--- config.mk ---
export PLATFORM = sky130hd
export DESIGN_NAME = ex_ctrl
export DESIGN_NICKNAME = d
export VERILOG_FILES = /design/src/rtl/ex_ctrl.sv
export SDC_FILE = /design/constraint.sdc
export NUM_CORES = 1
export LEC_CHECK = 0
export BUFFER_PORTS_ARGS = -buffer_cell sky130_fd_sc_hd__buf_4
export CAP_MARGIN = 20
export CORE_MARGIN = 8
export CORE_UTILIZATION = 45
export DETAILED_ROUTE_END_ITERATION = 7
export PLACE_DENSITY = 0.8
export SLEW_MARGIN = 20
export SYNTH_ARGS = -nofsm -noshare
export SYNTH_HDL_FRONTEND = slang
export SYNTH_SLANG_ARGS = --single-unit
--- constraint.sdc ---
create_clock -name clk -period 2.1 [get_ports clk]
set_clock_uncertainty 0.1 [all_clocks]
set_input_delay 0.21 -clock clk [delete_from_list [all_inputs] [get_ports clk]]
set_output_delay 0.21 -clock clk [all_outputs]
set_load 0.05 [all_outputs]
--- src/rtl/ex_ctrl.sv ---
// ex_ctrl: single-issue ALU execute controller (IDLE/ISSUE/WAIT/WB), optional WAIT timeout via EX_CTRL_TIMEOUT_EN
module ex_ctrl (
  input  logic        clk,
  input  logic        rst,
  input  logic        in_valid,
  output logic        in_ready,
  input  logic        special_enc,
  input  logic [1:0]  ld1,
  input  logic [2:0]  alu_oc,
  input  logic [2:0]  dest_reg,
  input  logic [15:0] op1_val,
  input  logic [15:0] op2_val,
  input  logic [15:0] immediate,
  output logic        alu_start,
  output logic [15:0] alu_a,
  output logic [15:0] alu_b,
  output logic [2:0]  alu_op,
  input  logic        alu_done,
  input  logic [15:0] alu_result,
  input  logic [3:0]  alu_flags,
  output logic        wb_valid,
  input  logic        wb_ready,
  output logic [2:0]  wb_reg,
  output logic [15:0] wb_data,
  output logic [3:0]  flags,
`ifdef EX_CTRL_TIMEOUT_EN
  output logic        timeout_err,
`endif
  output logic        busy
);
  localparam logic [1:0] IDLE = 2'd0;
  localparam logic [1:0] ISSUE = 2'd1;
  localparam logic [1:0] WAIT = 2'd2;
  localparam logic [1:0] WB = 2'd3;
  logic [1:0] state;
  logic       accept;
  logic       ld1_unused;
`ifdef EX_CTRL_TIMEOUT_EN
  logic [3:0] wait_cnt;
`endif
  assign ld1_unused = ld1[1];
  assign accept = in_valid && special_enc && alu_oc != 3'd0 && alu_oc != 3'd7;
  assign in_ready = !rst && state == IDLE;
  assign alu_start = !rst && state == ISSUE;
  assign wb_valid = !rst && state == WB;
  assign busy = !rst && state != IDLE;
  always_ff @(posedge clk) begin
    if (rst) begin
      state <= IDLE;
      alu_a <= '0;
      alu_b <= '0;
      alu_op <= '0;
      wb_reg <= '0;
      wb_data <= '0;
      flags <= '0;
`ifdef EX_CTRL_TIMEOUT_EN
      wait_cnt <= '0;
      timeout_err <= 1'b0;
`endif
    end else begin
      case (state)
        IDLE: if (accept) begin
          alu_a <= op1_val;
          alu_b <= ld1[0] ? immediate : op2_val;
          alu_op <= alu_oc;
          wb_reg <= dest_reg;
          state <= ISSUE;
        end
        ISSUE, WAIT: if (alu_done) begin
          wb_data <= alu_result;
          flags <= alu_flags;
          state <= WB;
        end else begin
`ifdef EX_CTRL_TIMEOUT_EN
          if (state == WAIT && wait_cnt == 4'd14) begin
            timeout_err <= 1'b1;
            state <= IDLE;
          end else begin
            wait_cnt <= state == WAIT ? wait_cnt + 4'd1 : 4'd0;
            state <= WAIT;
          end
`else
          state <= WAIT;
`endif
        end
        default: if (wb_ready) state <= IDLE;
      endcase
    end
  end
endmodule

==> results of run 1 <==
[cell usage after synthesis]
master and count:
buf_1 2, nor2_1 3, o21ai_0 2, nor3_1 1, nand3_1 2, nor3b_1 2, a211oi_2 1, buf_6 7
and4b_1 1, o21bai_1 1, a21oi_1 41, clkbuf_1 10, nor3_4 2, nand2_1 42, inv_1 4, a32oi_1 1
dfxtp_1 60, a22oi_1 1, o31ai_1 19, nand3_2 2, ha_1 3, and4_1 1, mux2i_1 17, a211oi_1 16
nand4_1 19, nor4b_2 1, or3_1 1, mux2_2 1, nand2b_1 2, buf_4 5, and3_1 2, and2_1 1
buf_2 10, a31oi_1 20, nor2b_1 3
[cell families (layout without fill, tap and decap cells)]
family,count (synthesis),in the layout,share of synthesized area
mux,18,18,0.0661
compound gates,102,102,0.233
simple gates,85,85,0.168
fa+ha+maj,3,3,0.0137
flops,60,60,0.437
buf+inv,38,171,0.0825
[path summary, 6_finish.rpt]
kind                        from           to  slack, ns  cells after the start
setup / recovery        state[0]     alu_b[7]       0.23                      7
hold / removal    alu_result[15]  wb_data[15]       0.03                      3
setup reg to reg        state[0]     alu_b[7]       0.23                      7
hold reg to reg      wb_data[13]  wb_data[13]       0.36                      2
[per-stage QoR]
step / instance area [sq um] / total power [mW] / hold WS [ns] / setup WS [ns]
4_1_cts: 3970 / 4.29 / 0.0150 / 0.234
5_1_grt: 3970 / 4.46 / 0.0115 / 0.101
3_5_place_dp: 3760 / 3.24 / 0.347 / 0.251
2_1_floorplan: 2750 / 2.69 / 0.246 / 0.416
3_3_place_gp: 3760 / 3.19 / 0.343 / 0.332
6_report: 3970 / 4.26 / 0.0261 / 0.233
[layout make-up]
| cell class | count | area, sq um |
|---|---|---|
| flip-flops and latches | 60 | 1200 |
| inverters | 4 | 15.0 |
| repair buffers | 151 | 1130 |
| well taps | 75 | 93.8 |
| fillers | 544 | 1960 |
| multi-input cells | 208 | 1320 |
| clock buffers | 12 | 155 |
| clock inverters | 4 | 47.5 |
[where the power goes]
part	switching [mW]	total [mW]	internal, mW
clock network	0.445	1.05	0.609
registers	0.102	1.42	1.32
logic	1.19	1.78	0.595
[routing by layer]
layer | track usage | wire length, um | vias to the layer above
met5 | 0 | 0 | -
met4 | 0.0713 | 119 | 0
met3 | 0.0775 | 922 | 14
met2 | 0.313 | 4050 | 128
met1 | 0.202 | 3530 | 1309
li1 | - | - | 1390
[critical path: stages, from the launching register on]
cell and delay, ns:
dfxtp_1 0.33, inv_1 0.08, ha_1 0.31, nand3_2 0.17, buf_4 0.22, nor3_4 0.17, buf_4 0.25, a211oi_1 0.10
==> results.toml, run 1 <==
[global_routing]
grt_max_degree = 46
grt_pass1_vias = 2889
grt_usage = 0.186
antenna_found_initial = 0
grt-ovfl-total = 0
grt_pass1_wl_um = 13300

[floorplan]
row_count = 28
core_area_sq_um = 5920
dieArea_sq_um = 8860
die_y_um = 94.1
initial_core_util = 0.464
num_io_pins = 144
die_x_um = 94.1

[placement]
dp_cells = 498
gp_congestion = 0.757
dp_hpwl_um = 6420
port_buffers = 142

[worst_setup_path]
worstPathRequired_ns = 2.21
crit_path_end_kind = "flip-flop"
cp.arrival_ns = 1.97
crit_type = "reg -> reg"
critPathLaunchType = "flip-flop"
cp_max_fo = 16

[sta]
tightest_slew_ns = 0.854
setup_violations = 0
setup-tns-final_ns = 0
min_period_ns = 1.87
rsz0062_at_grt = "false"
fmax_mhz = 536
slew_headroom = 0.430
min_period_over_period = 0.889
hold_violations = 0
final_max_slew_viol_count = 0

[power]
p_leak_nw = 1.72
p_per_area_nw_per_um2 = 1070
ir_drop_uv = 604

[cts]
ctsResizeCount = 0
cts_made_buffers = 9
cts_tree = "yes"
clk_pin_slew_ns = 0.07
clockRootBuffer = "clkbuf_8"
h-tree-depth = 3
postCtsSetupBuffers = 0
insertion_delay_ns = 0.33
cts_sinks = 60
cts_buffer_depth = 2
hold_buffers = 0

[final_layout]
top_regs = "alu_a (16), alu_b (16), wb_data (16)"
final_cells = 514
nets = 519
drive_gt1_frac = 0.394
final_common_cell = "buf_4"
final_core_util = 0.670
final_cell_mix = "151 x buf_4, 60 x dfxtp_1, 42 x nand2_1"
diodes = 0
layout-area-overhead-vs-synth_pct = 44.4

[worst_hold_path]
hold_path_class = "in -> reg"

[logic_synthesis]
synth_area_leaders = "dfxtp_1 44%, a21oi_1 7.5%, mux2i_1 6.2%"
yosys.area.top_type = "dfxtp_1"
synth_nets = 391
syn-instance-count = 306
synth_top_area_frac = 0.437
ys_seq_elements = 60
yosysSeqAreaShare = 0.437
synth_area_sq_um = 2750
ys_types = 35
ys_warn_count = 0
avgSynthCellArea_sq_um = 8.98

[job]
cap_viol_max_count = 0

[detailed_routing]
drt_iter0_markers = 115
wl_um = 8620
first_pass_iters = 4
ant_nets = 0
wire_per_inst_um = 16.8
num_vias = 2841
viasPerCell = 5.53
drc = 0

[outcome]
status = "completed"
No activity file was read; power rests on OpenSTA's default activity.
==> run 2, diff against run 1 <==
Settings changed: CTS_BUF_LIST from default to sky130_fd_sc_hd__clkbuf_16.
==> run 2 against run 1 <==
Effect of this change: critical path depth did not move; sequential power barely moved; combinational power barely moved; sequential share of layout area fell by 0.61 points; hold slack improved by 0.014 ns; global-route usage rose by 0.25 points; routed wire length rose by 0.93%; critical endpoint unchanged; largest power group unchanged.
==> results.toml, run 2 (synthesis results as in run 1) <==
[sta]
setup_violations = 0
setup-tns-final_ns = 0
rsz0062_at_grt = "false"
holdWs_ns = 0.0402
tightest_slew_ns = 0.884
slew_headroom = 0.411
min_period_over_period = 0.885
hold_violations = 0
final_max_slew_viol_count = 0
fmax_mhz = 538
min_period_ns = 1.86

[cts]
postCtsSetupBuffers = 0
h-tree-depth = 3
cts_tree = "yes"
cts_buffer_depth = 2
cts_made_buffers = 9
ctsResizeCount = 0
clockRootBuffer = "clkbuf_16"
cts_sinks = 60
hold_buffers = 0
clk_pin_slew_ns = 0.05
insertion_delay_ns = 0.32

[power]
ir_drop_uv = 606
pwr-share-clk = 0.301
pwr-share-comb = 0.389
power.switching_mw = 1.77
p_per_area_nw_per_um2 = 1130
total_power_mw = 4.58
p_int_mw = 2.81
switching_share = 0.386
p_leak_nw = 1.76
seqPwrFrac = 0.310

[detailed_routing]
ant_nets = 0
drc = 0
first_pass_iters = 4
wl_um = 8700
drt_iter0_markers = 145
wire_per_inst_um = 16.9
num_vias = 2849
viasPerCell = 5.54

[final_layout]
layout-area-overhead-vs-synth_pct = 47.3
top_regs = "alu_a (16), alu_b (16), wb_data (16)"
drive_gt1_frac = 0.390
diodes = 0
final_common_cell = "buf_4"
final_area_sq_um = 4050
final_cell_mix = "151 x buf_4, 60 x dfxtp_1, 42 x nand2_1"
nets = 519
final_cells = 514

[worst_setup_path]
cp.arrival_ns = 1.95
worstPathRequired_ns = 2.19
cpMaxStageDelayCell = "dfxtp_1"
crit_path_end_kind = "flip-flop"
crit_type = "reg -> reg"
path_cells = "inv_1 -> ha_1 -> nand3_2 -> buf_4 -> nor3_4 -> buf_4 -> a211oi_1"
crit_family = "buffers and inverters"
cp_common_cell = "buf_4"
cp_max_fo = 16
cp_num_buf_inv = 3
critPathLaunchType = "flip-flop"
cp_slowest_stage_delay_ns = 0.33

[floorplan]
dieArea_sq_um = 8860
num_io_pins = 144
row_count = 28
initial_core_util = 0.464
die_y_um = 94.1
die_x_um = 94.1
core_area_sq_um = 5920

[global_routing]
grt_usage = 0.188
antenna_found_initial = 0
grt_pass1_wl_um = 13500
grt-ovfl-total = 0
grt_pass1_vias = 2873
grt_max_degree = 46

[outcome]
status = "completed"

[placement]
dpl_cell_area_sq_um = 3760
gp_congestion = 0.757
dp_hpwl_um = 6420
port_buffers = 142
dp_cells = 498

[worst_hold_path]
hold_path_class = "in -> reg"

[job]
cap_viol_max_count = 0
run 2: cell types whose count changed in the layout (fill, tap and decap cells not counted), sizes merged:
cell    change
inv         +1
clkinv      +2
clkbuf      -3
run 2: area by class of cell:
type                    count  area [sq um]
inverters                   4          15.0
well taps                  75          93.8
clock inverters             7          58.8
clock buffers               9           225
repair buffers            151          1130
multi-input cells         208          1320
fillers                   526          1870
flip-flops and latches     60          1200
run 2: worst register-to-register path: stages (launching register included):
cell      delay (ns)
dfxtp_1         0.33
inv_1           0.08
ha_1            0.31
nand3_2         0.17
buf_4           0.22
nor3_4          0.18
buf_4           0.24
a211oi_1        0.10
run 2: final timing paths:
kind / depth (start not counted) / startpoint / slack, ns / to
worst max-delay path: 7 / state[0] / 0.24 / alu_b[7]
worst max register to register: 7 / state[0] / 0.24 / alu_b[7]
worst min-delay path: 3 / alu_result[15] / 0.04 / wb_data[15]
worst min register to register: 2 / wb_data[8] / 0.35 / wb_data[8]
run 2: metal layers:
layer | share of wire | global-route usage | routed length, um | up-vias
met5 | 0 | 0 | 0 | -
met4 | 0.014 | 0.0766 | 120 | 0
met3 | 0.10 | 0.0791 | 909 | 12
met2 | 0.48 | 0.317 | 4150 | 125
met1 | 0.40 | 0.203 | 3520 | 1323
li1 | - | - | - | 1389
run 2: power by group through the flow:
| stage | clock (mW) | sequential (mW) | combinational [mW] |
|---|---|---|---|
| final | 1.38 | 1.42 | 1.78 |
| after global routing | 1.46 | 1.44 | 1.89 |
| after CTS | 1.41 | 1.42 | 1.80 |
| after detailed placement | 0 | 1.44 | 1.79 |
| after global placement | 0 | 1.43 | 1.76 |
| after floorplan | 0 | 1.99 | 0.702 |
run 2: through the flow:
step	setup slack, ns	utilization
after floorplan	0.416	-
after global placement	0.332	0.635
after detailed placement	0.251	0.635
after CTS	0.234	0.683
after global routing	0.113	0.683
final	0.241	0.683
==> run 3, diff against run 2 <==
Settings changed: REMOVE_ABC_BUFFERS from default to 1.
==> run 3 against run 2 <==
Effect of this change: design area is 1.8% higher; routed wire length rose by 1.6%; die area stayed put; core utilization increased by 1.2 points; global-route usage increased by 0.79 points; critical path depth down 2; highest routed layer unchanged; sequential power about the same; non-clock buffer count unchanged; combinational power hardly changed; via count shrank 0.42%; setup slack lost 0.024 ns.
==> results.toml, run 3 (synthesis results as in run 1) <==
[detailed_routing]
ant_nets = 0
num_vias = 2837
drt_iter0_markers = 103
wl_met1_um = 3850
viasPerCell = 5.52
top_layer = "met4"
wire_per_inst_um = 17.2
dr_wl_met2_um = 4220
wl_met3_um = 694
first_pass_iters = 4
drc = 0
wl_um = 8840

[cts]
cts_tree = "yes"
hold_buffers = 0
ctsResizeCount = 0
postCtsSetupBuffers = 0
clk_pin_slew_ns = 0.05
insertion_delay_ns = 0.32
h-tree-depth = 3
clockRootBuffer = "clkbuf_16"
cts_buffer_depth = 2
cts_sinks = 60
cts_made_buffers = 9

[worst_setup_path]
crit_path_end_kind = "flip-flop"
reg2reg_depth = 5
cp.arrival_ns = 1.99
rr_endpoint = "state[0]"
timing.rr.start = "state[0]"
r2r_slack_ns = 0.22
worstPathRequired_ns = 2.21
crit_type = "reg -> reg"
critPathLaunchType = "flip-flop"
cp_max_fo = 9

[floorplan]
row_count = 28
num_io_pins = 144
die_x_um = 94.1
dieArea_sq_um = 8860
initial_core_util = 0.464
core_area_sq_um = 5920
die_y_um = 94.1

[sta]
rsz0062_at_grt = "false"
min_period_over_period = 0.897
tightest_slew_ns = 0.671
fmax_mhz = 531
final_max_slew_viol_count = 0
min_period_ns = 1.88
setup_violations = 0
setup-tns-final_ns = 0
final.setup.worst_slack_ns = 0.217
slew_headroom = 0.553
hold_violations = 0

[worst_hold_path]
min-delay-start = "alu_result[5]"
holdPathEnd = "wb_data[5]"
hold-path-cell-count = 3
hold_path_class = "in -> reg"

[power]
p_leak_nw = 1.80
p_per_area_nw_per_um2 = 1180
ir_drop_uv = 667

[final_layout]
top_regs = "alu_a (16), alu_b (16), wb_data (16)"
final_core_util = 0.696
layout-area-overhead-vs-synth_pct = 50.0
nets = 519
final_cells = 514
drive_gt1_frac = 0.392
final_common_cell = "buf_4"
diodes = 0
final_cell_mix = "149 x buf_4, 60 x dfxtp_1, 42 x nand2_1"
final_area_sq_um = 4120

[global_routing]
grt_pass1_wl_um = 13900
grt-ovfl-total = 0
grt_pass1_vias = 2751
antenna_found_initial = 0
grt_max_degree = 41
grt_usage = 0.196

[outcome]
status = "completed"

[job]
cap_viol_max_count = 0

[placement]
dp_cells = 498
dp_hpwl_um = 6280
gp_congestion = 0.805
pre_cts_slack_ns = 0.216
port_buffers = 142
dpl_cell_area_sq_um = 3790
==> run 3: metal layers <==
metal  vias up  GRT usage
met1      1330      0.239
met3        10     0.0751
li1       1384          -
met5         -          0
met4         0     0.0489
met2       113      0.316
==> run 3: worst max path at each step <==
stage                  start         to  slack, ns  depth (start not counted)
floorplan           state[0]   alu_b[0]       0.14                          5
global placement    state[0]   state[0]       0.32                          5
detailed placement  state[1]   state[0]       0.22                          5
CTS                 state[0]   state[0]       0.23                          5
global route        state[1]  alu_a[12]       0.10                          6
finish              state[0]   state[0]       0.22                          5
==> run 3: power breakdown <==
part / internal (mW) / switching (mW) / total (mW)
Combinational: 0.610 / 1.20 / 1.81
Sequential: 1.32 / 0.0998 / 1.42
Clock: 1.14 / 0.493 / 1.64
Total: 3.07 / 1.80 / 4.87
==> run 3: worst max-delay path, stage by stage, from the launching register on <==
cell and delay, ns:
dfxtp_1 0.33, inv_1 0.08, ha_1 0.32, nand3_2 0.25, a211oi_2 0.32, mux2_2 0.37
==> run 3: per-stage QoR <==
step	power, mW	hold WS, ns
floorplan	2.59	0.179
global placement	3.21	0.343
detailed placement	3.25	0.348
CTS	4.90	0.0303
global route	5.10	0.0339
finish	4.87	0.0409
==> run 3: cell type report <==
type / count / area (sq um)
Sequential cell: 60 / 1200
Inverter: 4 / 15.0
Multi-Input combinational cell: 208 / 1320
Fill cell: 494 / 1800
Clock buffer: 9 / 225
Timing Repair Buffer: 151 / 1160
Clock inverter: 7 / 108
Tap cell: 75 / 93.8
